**config.mk**
```make
export PLATFORM = sky130hd
export DESIGN_NAME = ps2_kbd_rx
export DESIGN_NICKNAME = d
export VERILOG_FILES = /design/src/rtl/ps2_kbd_rx.sv
export SDC_FILE = /design/constraint.sdc
export NUM_CORES = 1
export LEC_CHECK = 0
export ABC_AREA = 1
export ABC_CLOCK_PERIOD_IN_PS = 3130
export BUFFER_PORTS_ARGS = -buffer_cell sky130_fd_sc_hd__clkbuf_2
export CELL_PAD_IN_SITES_DETAIL_PLACEMENT = 0
export CELL_PAD_IN_SITES_GLOBAL_PLACEMENT = 1
export CORE_UTILIZATION = 48
export CTS_BUF_LIST = sky130_fd_sc_hd__clkbuf_16
export DETAILED_ROUTE_END_ITERATION = 10
export PLACE_DENSITY_LB_ADDON = 0.1
export SLEW_MARGIN = 20
export SYNTH_ARGS = -nofsm -noshare
export SYNTH_HDL_FRONTEND = slang
export SYNTH_SLANG_ARGS = --single-unit
export TNS_END_PERCENT = 1
```
**constraint.sdc**
```tcl
create_clock -name clk_i -period 3.13 [get_ports clk_i]
set_input_delay 0.626 -clock clk_i [delete_from_list [all_inputs] [get_ports clk_i]]
set_output_delay 0.626 -clock clk_i [all_outputs]
set_load 0.02 [all_outputs]
```
**src/rtl/ps2_kbd_rx.sv**
```systemverilog
// PS/2 keyboard receiver: input synchronisers, ps2_clk glitch filter, 11-bit
// frame FSM with watchdog, E0/F0 prefix folding and a first-word-fall-through
// output FIFO.
//
// Ports:
//   clk_i, rst_i      system clock, synchronous active-high reset
//   ps2_clk_i         raw PS/2 clock (asynchronous)
//   ps2_data_i        raw PS/2 data (asynchronous)
//   rd_en_i           pop the FIFO head (ignored when empty)
//   ovf_clr_i         clear overflow_o and err_cnt_o
//   rd_code_o         scan code at the FIFO head
//   rd_ext_o          head entry was preceded by E0
//   rd_brk_o          head entry was preceded by F0 (release)
//   empty_o, count_o  FIFO status
//   overflow_o        sticky: an event was dropped on a full FIFO
//   err_cnt_o         saturating count of discarded frames
module ps2_kbd_rx #(
    parameter int unsigned FIFO_DEPTH = 8,
    parameter int unsigned FILT_LEN   = 4,
    parameter int unsigned TIMEOUT    = 50000
) (
    input  logic                          clk_i,
    input  logic                          rst_i,
    input  logic                          ps2_clk_i,
    input  logic                          ps2_data_i,
    input  logic                          rd_en_i,
    input  logic                          ovf_clr_i,
    output logic [7:0]                    rd_code_o,
    output logic                          rd_ext_o,
    output logic                          rd_brk_o,
    output logic                          empty_o,
    output logic [$clog2(FIFO_DEPTH):0]   count_o,
    output logic                          overflow_o,
    output logic [7:0]                    err_cnt_o
);
    localparam int unsigned AW  = $clog2(FIFO_DEPTH);
    localparam int unsigned FCW = $clog2(FILT_LEN + 1);
    localparam int unsigned WDW = $clog2(TIMEOUT + 1);
    localparam logic [FCW-1:0] FiltMax = FCW'(FILT_LEN);
    localparam logic [WDW-1:0] WdMax   = WDW'(TIMEOUT);

    typedef enum logic [1:0] {StIdle, StData, StParity, StStop} state_e;

    // Synchronisers and glitch filter
    logic           ps2c_s1_q, ps2c_s2_q, ps2d_s1_q, ps2d_s2_q;
    logic           filt_q, filt_d;
    logic [FCW-1:0] filt_cnt_q, filt_cnt_d;
    logic           strobe;

    always_comb begin
        filt_d     = filt_q;
        filt_cnt_d = '0;
        if (ps2c_s2_q != filt_q) begin
            // Count consecutive cycles the synchronised level differs.
            if (filt_cnt_q == FiltMax - 1'b1) filt_d = ps2c_s2_q;
            else                              filt_cnt_d = filt_cnt_q + 1'b1;
        end
    end

    assign strobe = filt_q & ~filt_d;

    // Frame FSM and watchdog
    state_e         state_q, state_d;
    logic [2:0]     bit_cnt_q, bit_cnt_d;
    logic [7:0]     shift_q, shift_d;
    logic           par_q, par_d;
    logic [WDW-1:0] wd_q, wd_d;
    logic           frame_ok, frame_err, timeout;

    always_comb begin
        state_d   = state_q;
        bit_cnt_d = bit_cnt_q;
        shift_d   = shift_q;
        par_d     = par_q;
        wd_d      = '0;
        frame_ok  = 1'b0;
        frame_err = 1'b0;
        timeout   = 1'b0;
        unique case (state_q)
            StIdle: begin
                if (strobe && !ps2d_s2_q) begin
                    state_d   = StData;
                    bit_cnt_d = '0;
                    shift_d   = '0;
                end
            end
            StData: begin
                if (strobe) begin
                    shift_d   = {ps2d_s2_q, shift_q[7:1]};
                    bit_cnt_d = bit_cnt_q + 1'b1;
                    if (bit_cnt_q == 3'd7) state_d = StParity;
                end
            end
            StParity: begin
                if (strobe) begin
                    par_d   = ps2d_s2_q;
                    state_d = StStop;
                end
            end
            StStop: begin
                if (strobe) begin
                    state_d = StIdle;
                    if (ps2d_s2_q && (^{shift_q, par_q})) frame_ok  = 1'b1;
                    else                                  frame_err = 1'b1;
                end
            end
            default: state_d = StIdle;
        endcase
        if (state_q != StIdle && !strobe) begin
            if (wd_q == WdMax - 1'b1) begin
                timeout = 1'b1;
                state_d = StIdle;
                shift_d = '0;
            end else begin
                wd_d = wd_q + 1'b1;
            end
        end
    end

    // Decoder, FIFO control and status
    logic          ext_pend_q, ext_pend_d, brk_pend_q, brk_pend_d;
    logic          overflow_q, overflow_d;
    logic [7:0]    err_cnt_q, err_cnt_d;
    logic [AW:0]   wr_ptr_q, wr_ptr_d, rd_ptr_q, rd_ptr_d;
    logic [9:0]    mem_q [FIFO_DEPTH];
    logic [9:0]    head;
    logic          push, do_push, do_pop, full, empty;

    assign empty   = (wr_ptr_q == rd_ptr_q);
    assign full    = (wr_ptr_q[AW-1:0] == rd_ptr_q[AW-1:0]) && (wr_ptr_q[AW] != rd_ptr_q[AW]);
    assign push    = frame_ok && (shift_q != 8'hE0) && (shift_q != 8'hF0);
    assign do_pop  = rd_en_i && !empty;
    assign do_push = push && (!full || do_pop);

    always_comb begin
        ext_pend_d = ext_pend_q;
        brk_pend_d = brk_pend_q;
        overflow_d = overflow_q;
        err_cnt_d  = err_cnt_q;
        wr_ptr_d   = wr_ptr_q;
        rd_ptr_d   = rd_ptr_q;
        if (frame_ok) begin
            if (shift_q == 8'hE0) begin
                ext_pend_d = 1'b1;
            end else if (shift_q == 8'hF0) begin
                brk_pend_d = 1'b1;
            end else begin
                ext_pend_d = 1'b0;
                brk_pend_d = 1'b0;
            end
        end
        if (frame_err || timeout) begin
            ext_pend_d = 1'b0;
            brk_pend_d = 1'b0;
            if (err_cnt_q != 8'hFF) err_cnt_d = err_cnt_q + 1'b1;
        end
        if (push && full && !do_pop) overflow_d = 1'b1;
        if (ovf_clr_i) begin
            overflow_d = 1'b0;
            err_cnt_d  = '0;
        end
        if (do_push) wr_ptr_d = wr_ptr_q + 1'b1;
        if (do_pop)  rd_ptr_d = rd_ptr_q + 1'b1;
    end

    always_ff @(posedge clk_i) begin
        if (do_push) mem_q[wr_ptr_q[AW-1:0]] <= {ext_pend_q, brk_pend_q, shift_q};
    end

    always_ff @(posedge clk_i) begin
        if (rst_i) begin
            ps2c_s1_q  <= 1'b1;
            ps2c_s2_q  <= 1'b1;
            ps2d_s1_q  <= 1'b1;
            ps2d_s2_q  <= 1'b1;
            filt_q     <= 1'b1;
            filt_cnt_q <= '0;
            state_q    <= StIdle;
            bit_cnt_q  <= '0;
            shift_q    <= '0;
            par_q      <= 1'b0;
            wd_q       <= '0;
            ext_pend_q <= 1'b0;
            brk_pend_q <= 1'b0;
            overflow_q <= 1'b0;
            err_cnt_q  <= '0;
            wr_ptr_q   <= '0;
            rd_ptr_q   <= '0;
        end else begin
            ps2c_s1_q  <= ps2_clk_i;
            ps2c_s2_q  <= ps2c_s1_q;
            ps2d_s1_q  <= ps2_data_i;
            ps2d_s2_q  <= ps2d_s1_q;
            filt_q     <= filt_d;
            filt_cnt_q <= filt_cnt_d;
            state_q    <= state_d;
            bit_cnt_q  <= bit_cnt_d;
            shift_q    <= shift_d;
            par_q      <= par_d;
            wd_q       <= wd_d;
            ext_pend_q <= ext_pend_d;
            brk_pend_q <= brk_pend_d;
            overflow_q <= overflow_d;
            err_cnt_q  <= err_cnt_d;
            wr_ptr_q   <= wr_ptr_d;
            rd_ptr_q   <= rd_ptr_d;
        end
    end

    // Outputs read as zero while empty so reset values hold without clearing memory.
    assign head       = mem_q[rd_ptr_q[AW-1:0]];
    assign rd_code_o  = empty ? 8'h00 : head[7:0];
    assign rd_brk_o   = empty ? 1'b0 : head[8];
    assign rd_ext_o   = empty ? 1'b0 : head[9];
    assign empty_o    = empty;
    assign count_o    = wr_ptr_q - rd_ptr_q;
    assign overflow_o = overflow_q;
    assign err_cnt_o  = err_cnt_q;

endmodule

```
; Yosys cells after proc, flatten, opt, wreduce, memory -nomap -nowiden
; Memory sizes are Yosys's and may differ from the RTL's. A register that Yosys moved wholly into a read port is not among the register bits.
; Cells that the tools add are included.
[totals]
regBits = 57
latch_bits = 0
mem_bits_rw = 80
mem_bits_ro = 0
input_bits = 6
output_inout_bits = 24
memories = 1
[memory_table]
columns = name, depth, width, rd, rd_clocked_by_memory_dff, wr, line_no
row1 = mem_q, 8, 10, 1, 1, 1, 125  ; logic [9:0] mem_q [FIFO_DEPTH];
[op_classes]
add_sub_neg = 7
multipliers = 0
n_div = 0
magnitude_cmp = 0
eq_ne = 18
shift = 0
muxes = 36
n_bitwise = 5
n_reduce_logical = 30
[ops]
columns = op, count
row1 = $mux 8, 5
row2 = $ne 8x8->1 const B, 3
row3 = $mux 1, 17
row4 = $add 16x1->16 const B, 1
row5 = $eq 16x16->1 const B, 1
row6 = $eq 8x8->1 const B, 2
row7 = $pmux 8 s2, 1
row8 = $mux 2, 7
row9 = $mux 3, 4
row10 = $logic_and 1x1->1, 10
row11 = $reduce_xor 9->1, 1
row12 = $add 4x1->4 const B, 2
row13 = $add 8x1->8 const B, 1
row14 = $pmux 2 s4, 1
row15 = $reduce_and 2->1, 4
row16 = $add 3x1->3 const B, 2
row17 = $ne 2x2->1 const B, 3
row18 = $pmux 3 s2, 1
row19 = $reduce_or 3->1, 2
row20 = $logic_not 1->1, 5
row21 = $eq 2x2->1 const B, 2
row22 = $eq 4x4->1, 1
row23 = $not 1->1, 4
row24 = $reduce_bool 2->1, 2
row25 = 11 further kinds, 14

; Logic depth before layout (Yosys ltp)
[depth]
word_depth = 12
ltp_mapped = 15
mapped_depth_nobuf = 14

; Worst setup path after synthesis
; No wires, ideal clock.
[synth_timing]
path_kind = register to register
startpoint = register filt_cnt_q[0]
endpoint = memory mem_q[6][0] (enable)
t_arrival_ns = 2.078
t_required_ns = 2.754
path_slack_ns = 0.675
path_stages_with_launch = 15
period_less_slack_ns = 2.455
cell_sequence = dfxtp_1 -> ha_1 -> ha_1 -> inv_1 -> nor2_2 -> nand2_4 -> nor2_2 -> inv_2 -> nor2_2 -> inv_1 -> nor2_4 -> nand3_4 -> inv_2 -> nand2_2 -> nor2_1
[synth_between]
elab_chain_cells = 12
[synth_lines]
columns = item, line_no
row1 = "start, declared", 47  ; logic [FCW-1:0] filt_cnt_q, filt_cnt_d;
row2 = "start signal, assigned", 195  ; filt_cnt_q <= filt_cnt_d;
row3 = $eq 3x2->1, 55  ; if (filt_cnt_q == FiltMax - 1'b1) filt_d = ps2c_s2_q;
row4 = $mux 1, 55
row5 = $mux 1, 53  ; if (ps2c_s2_q != filt_q) begin
row6 = $not 1->1, 60  ; assign strobe = filt_q & ~filt_d;
row7 = $and 1x1->1, 60
row8 = $mux 1, 101  ; if (strobe) begin
row9 = $mux 1, 79  ; unique case (state_q)
row10 = $logic_and 1x1->1 (2 in series), 131  ; assign push = frame_ok && (shift_q != 8'hE0) && (shift_q != 8'hF0);
row11 = $logic_and 1x1->1, 133  ; assign do_push = push && (!full || do_pop);
row12 = $mux 1, 167  ; if (do_push) mem_q[wr_ptr_q[AW-1:0]] <= {ext_pend_q, brk_pend_q, shift_q};
row13 = $mux 1 (implied by the code), 167
row14 = "end, declared", 125
; No other way between the ends.

; Worst setup path in the final report
[layout_timing]
startpoint = register wr_ptr_q[0]
endpoint = output rd_ext_o
[layout_between]
elab_chain_cells = 2
[layout_lines]
columns = item, line_no
row1 = "start, declared", 124  ; logic [AW:0] wr_ptr_q, wr_ptr_d, rd_ptr_q, rd_ptr_d;
row2 = "start signal, assigned", 205  ; wr_ptr_q <= wr_ptr_d;
row3 = $eq 4x4->1, 129  ; assign empty = (wr_ptr_q == rd_ptr_q);
row4 = $mux 1, 214  ; assign rd_ext_o = empty ? 1'b0 : head[9];
row5 = "end, declared", 29  ; output logic rd_ext_o,
; No other way between the ends.

==> results.json <==
{
  "routed-wl-met2_mm": 5.86,
  "dieWidth_um": 114,
  "syn_inst": 626,
  "maxCapViolations": 0,
  "max_freq_ghz": 0.351,
  "via_per_inst": 5.11,
  "async_flop_share": 0,
  "dr.pass1.iters": 4,
  "portBuffers": 29,
  "dr.max_layer_used": "met4",
  "antenna_found_initial": 0,
  "cp.required_ns": 2.50,
  "synth_fp_nets": 644,
  "muxShareOfSynthArea": 0,
  "diodes": 0,
  "peakVddDrop_v": 0.000383,
  "p_comb_frac": 0.066,
  "cts_setup_buffers": 0,
  "drc": 0,
  "drt-met1-wl_mm": 5.62,
  "p_leak_uw": 0.00272,
  "cp.arrival_ns": 2.23,
  "period_needed_ns": 2.85,
  "mostFrequentLayoutCells": "121 x nor2_1, 80 x edfxtp_1, 69 x nand2_1, 67 x o21ai_0, 60 x dfxtp_1",
  "hold_violations": 0,
  "postRouteAntennaNets": 0,
  "grt_first_pass_wirelength_mm": 20.5,
  "areaGrowthSynthToFinish_pct": 15.5,
  "wl_per_cell_um": 14.2,
  "fin_crit_sh": 0.911,
  "grt_overflow": 0,
  "synthAdderAreaFrac": 0.0263,
  "die_area_um2": 13000,
  "gp_congestion": 0.763,
  "clk_pin_slew_worst_paths_ns": 0.05,
  "path_cells": "inv_1 > ha_1 > nand3_1 > nor2_1 > inv_1 > o21ai_0 > a31oi_1 > clkbuf_2",
  "critPathBufInv": 3,
  "clock_power_share": 0.463,
  "yosys_register_bits": 140,
  "drtIter0Drc": 364,
  "cts_max_level": 4,
  "initial_utilization": 0.496,
  "yosys_most_used_dff": "edfxtp_1",
  "fin_skew_ns": 0.0110,
  "slew_violations": 0,
  "cpMostUsedCell": "inv_1",
  "vias": 4331,
  "synth_cell_type_count": 36,
  "intPower_uw": 3240,
  "routed_wl_mm": 12.1,
  "fin_tns_setup_ns": 0,
  "hpwl_mm": 8.37,
  "drive_gt1_frac": 0.129,
  "clockRootBuffer": "clkbuf_16",
  "fillers": 1094,
  "synth-xor-area-share": 0.0233,
  "yosys_warnings": 0,
  "outcome": "completed",
  "worst_slew_pin_slew_ns": 0.697,
  "cts_buffers": 17,
  "synthesis.area_um2": 6000,
  "layout_commonest_cell": "nor2_1",
  "slowest_stage": "dfxtp_1",
  "grt_setup_unrepaired": "false",
  "grt_pass1_vias": 4260,
  "critPathMaxStageDelay_ns": 0.39,
  "post-route-util": 0.573,
  "seq_area_frac_synth": 0.600,
  "relSlewSlack": 0.535,
  "post_cts_resized": 0,
  "swShare": 0.215,
  "power_frac_seq": 0.471,
  "cts.sinks": 140,
  "start_kind": "register",
  "power.switching_uw": 887,
  "synth.avg_cell_area_um2": 9.59,
  "setup_violations": 0,
  "rrSetupSlack_ns": 0.68,
  "cp-end-kind": "output pin",
  "setup_slack_ns": 0.278,
  "rows": 40,
  "hold_class": "primary input to register",
  "tritoncts": "done",
  "dr_wl_met3_um": 507,
  "synth_top_family_by_area": "simple AND/OR/NAND/NOR gates",
  "synth_edf_count": 80,
  "power.density_nw_per_um2": 595,
  "synth-simple-area-share": 0.179,
  "dieHeight_um": 114,
  "crit_family": "buffers and inverters",
  "synth_compound_gate_area_share": 0.122,
  "critPathKind": "register to output pin",
  "core_area_um2": 12100,
  "ios": 30,
  "cts_hold_buf": 0,
  "clock_tree.buffer_depth": 2,
  "crit_path_max_fanout": 10,
  "grt_max_degree": 41,
  "nets": 686,
  "post-place-ws_ns": 0.659,
  "insertion_delay_ns": 0.41,
  "grt_use_total": 0.206
}
cell type report:
cell class | count | area, um^2 | share of cell area
flip-flops and latches | 140 | 3600 | 0.519
well taps | 168 | 210 | 0.0303
inverters | 57 | 214 | 0.0308
repair buffers | 42 | 243 | 0.0350
multi-input cells | 410 | 2100 | 0.303
clock inverters | 14 | 136 | 0.0197
clock buffers | 17 | 425 | 0.0613
power by group through the flow:
stage / sequential (uW) / combinational [uW] / clock [uW]
after global placement: 1980 / 274 / 0
after global routing: 1940 / 310 / 2040
after floorplan: 1980 / 193 / 0
after detailed placement: 1980 / 276 / 0
final: 1940 / 273 / 1910
after CTS: 1940 / 278 / 1950
logic make-up after synthesis:
group,count (synthesis)
adders and majority gates,12
AOI/OAI and AO/OA,134
DFF,140
xor gates and xnor gates,16
and+or+nand+nor,248
buffers and inverters,76
synth_stat cells, types with 3 or more instances:
cell,number,area share
a211oi_1,3,0.0038
a21oi_1,34,0.028
a311oi_1,4,0.0058
a31oi_1,10,0.010
clkbuf_1,16,0.010
dfxtp_1,60,0.20
edfxtp_1,80,0.40
ha_1,11,0.023
inv_1,53,0.033
inv_2,4,0.0025
nand2_1,69,0.043
nand3_1,25,0.021
nand4_1,7,0.0073
nor2_1,121,0.076
nor2_2,6,0.0063
nor3_1,5,0.0042
o21ai_0,67,0.056
o22ai_1,10,0.010
or2_2,5,0.0052
xnor2_1,5,0.0073
xor2_1,11,0.016
worst paths after layout:
check,startpoint,endpoint,cells past startpoint
worst max-delay path,wr_ptr_q[0],rd_ext_o,8
worst min-delay path,ps2_data_i,ps2d_s1_q,2
worst max register to register,filt_cnt_q[0],mem_q[2][2],15
worst min register to register,ps2d_s1_q,ps2d_s2_q,1
registers in the layout, indices dropped and copies added, names as in the netlist, 2 cells and up, named ones only:
| register | count |
|---|---|
| state_q | 2 |
| wd_q | 16 |
| mem_q | 80 |
| bit_cnt_q | 3 |
| wr_ptr_q | 4 |
| filt_cnt_q | 3 |
| err_cnt_o | 8 |
| shift_q | 8 |
| rd_ptr_q | 4 |
through the flow:
stage / hold WS [ns] / area (um^2) / std cells / total power, uW
floorplan: 0.389 / 6000 / 626 / 2170
global placement: 0.392 / 6370 / 817 / 2250
detailed placement: 0.398 / 6370 / 817 / 2260
CTS: 0.382 / 6940 / 848 / 4170
global route: 0.384 / 6940 / 848 / 4290
finish: 0.398 / 6940 / 848 / 4130
worst reg2reg max path, stage by stage, from the launching register on:
cell     delay (ns)
dfxtp_1        0.33
ha_1           0.15
ha_1           0.15
inv_1          0.07
nor2_2         0.16
nand2_4        0.12
nor2_2         0.11
inv_2          0.06
nor2_2         0.10
inv_1          0.09
nor2_4         0.24
nand3_4        0.11
inv_2          0.09
nand2_2        0.07
nor2_1         0.09
buf_4          0.21
routing by layer:
metal | up-vias | global-route usage
li1 | 2224 | -
met1 | 2014 | 0.269
met2 | 89 | 0.337
met3 | 4 | 0.0494
met4 | 0 | 0.0727
met5 | - | 0
No activity file was read; power rests on OpenSTA's default activity.
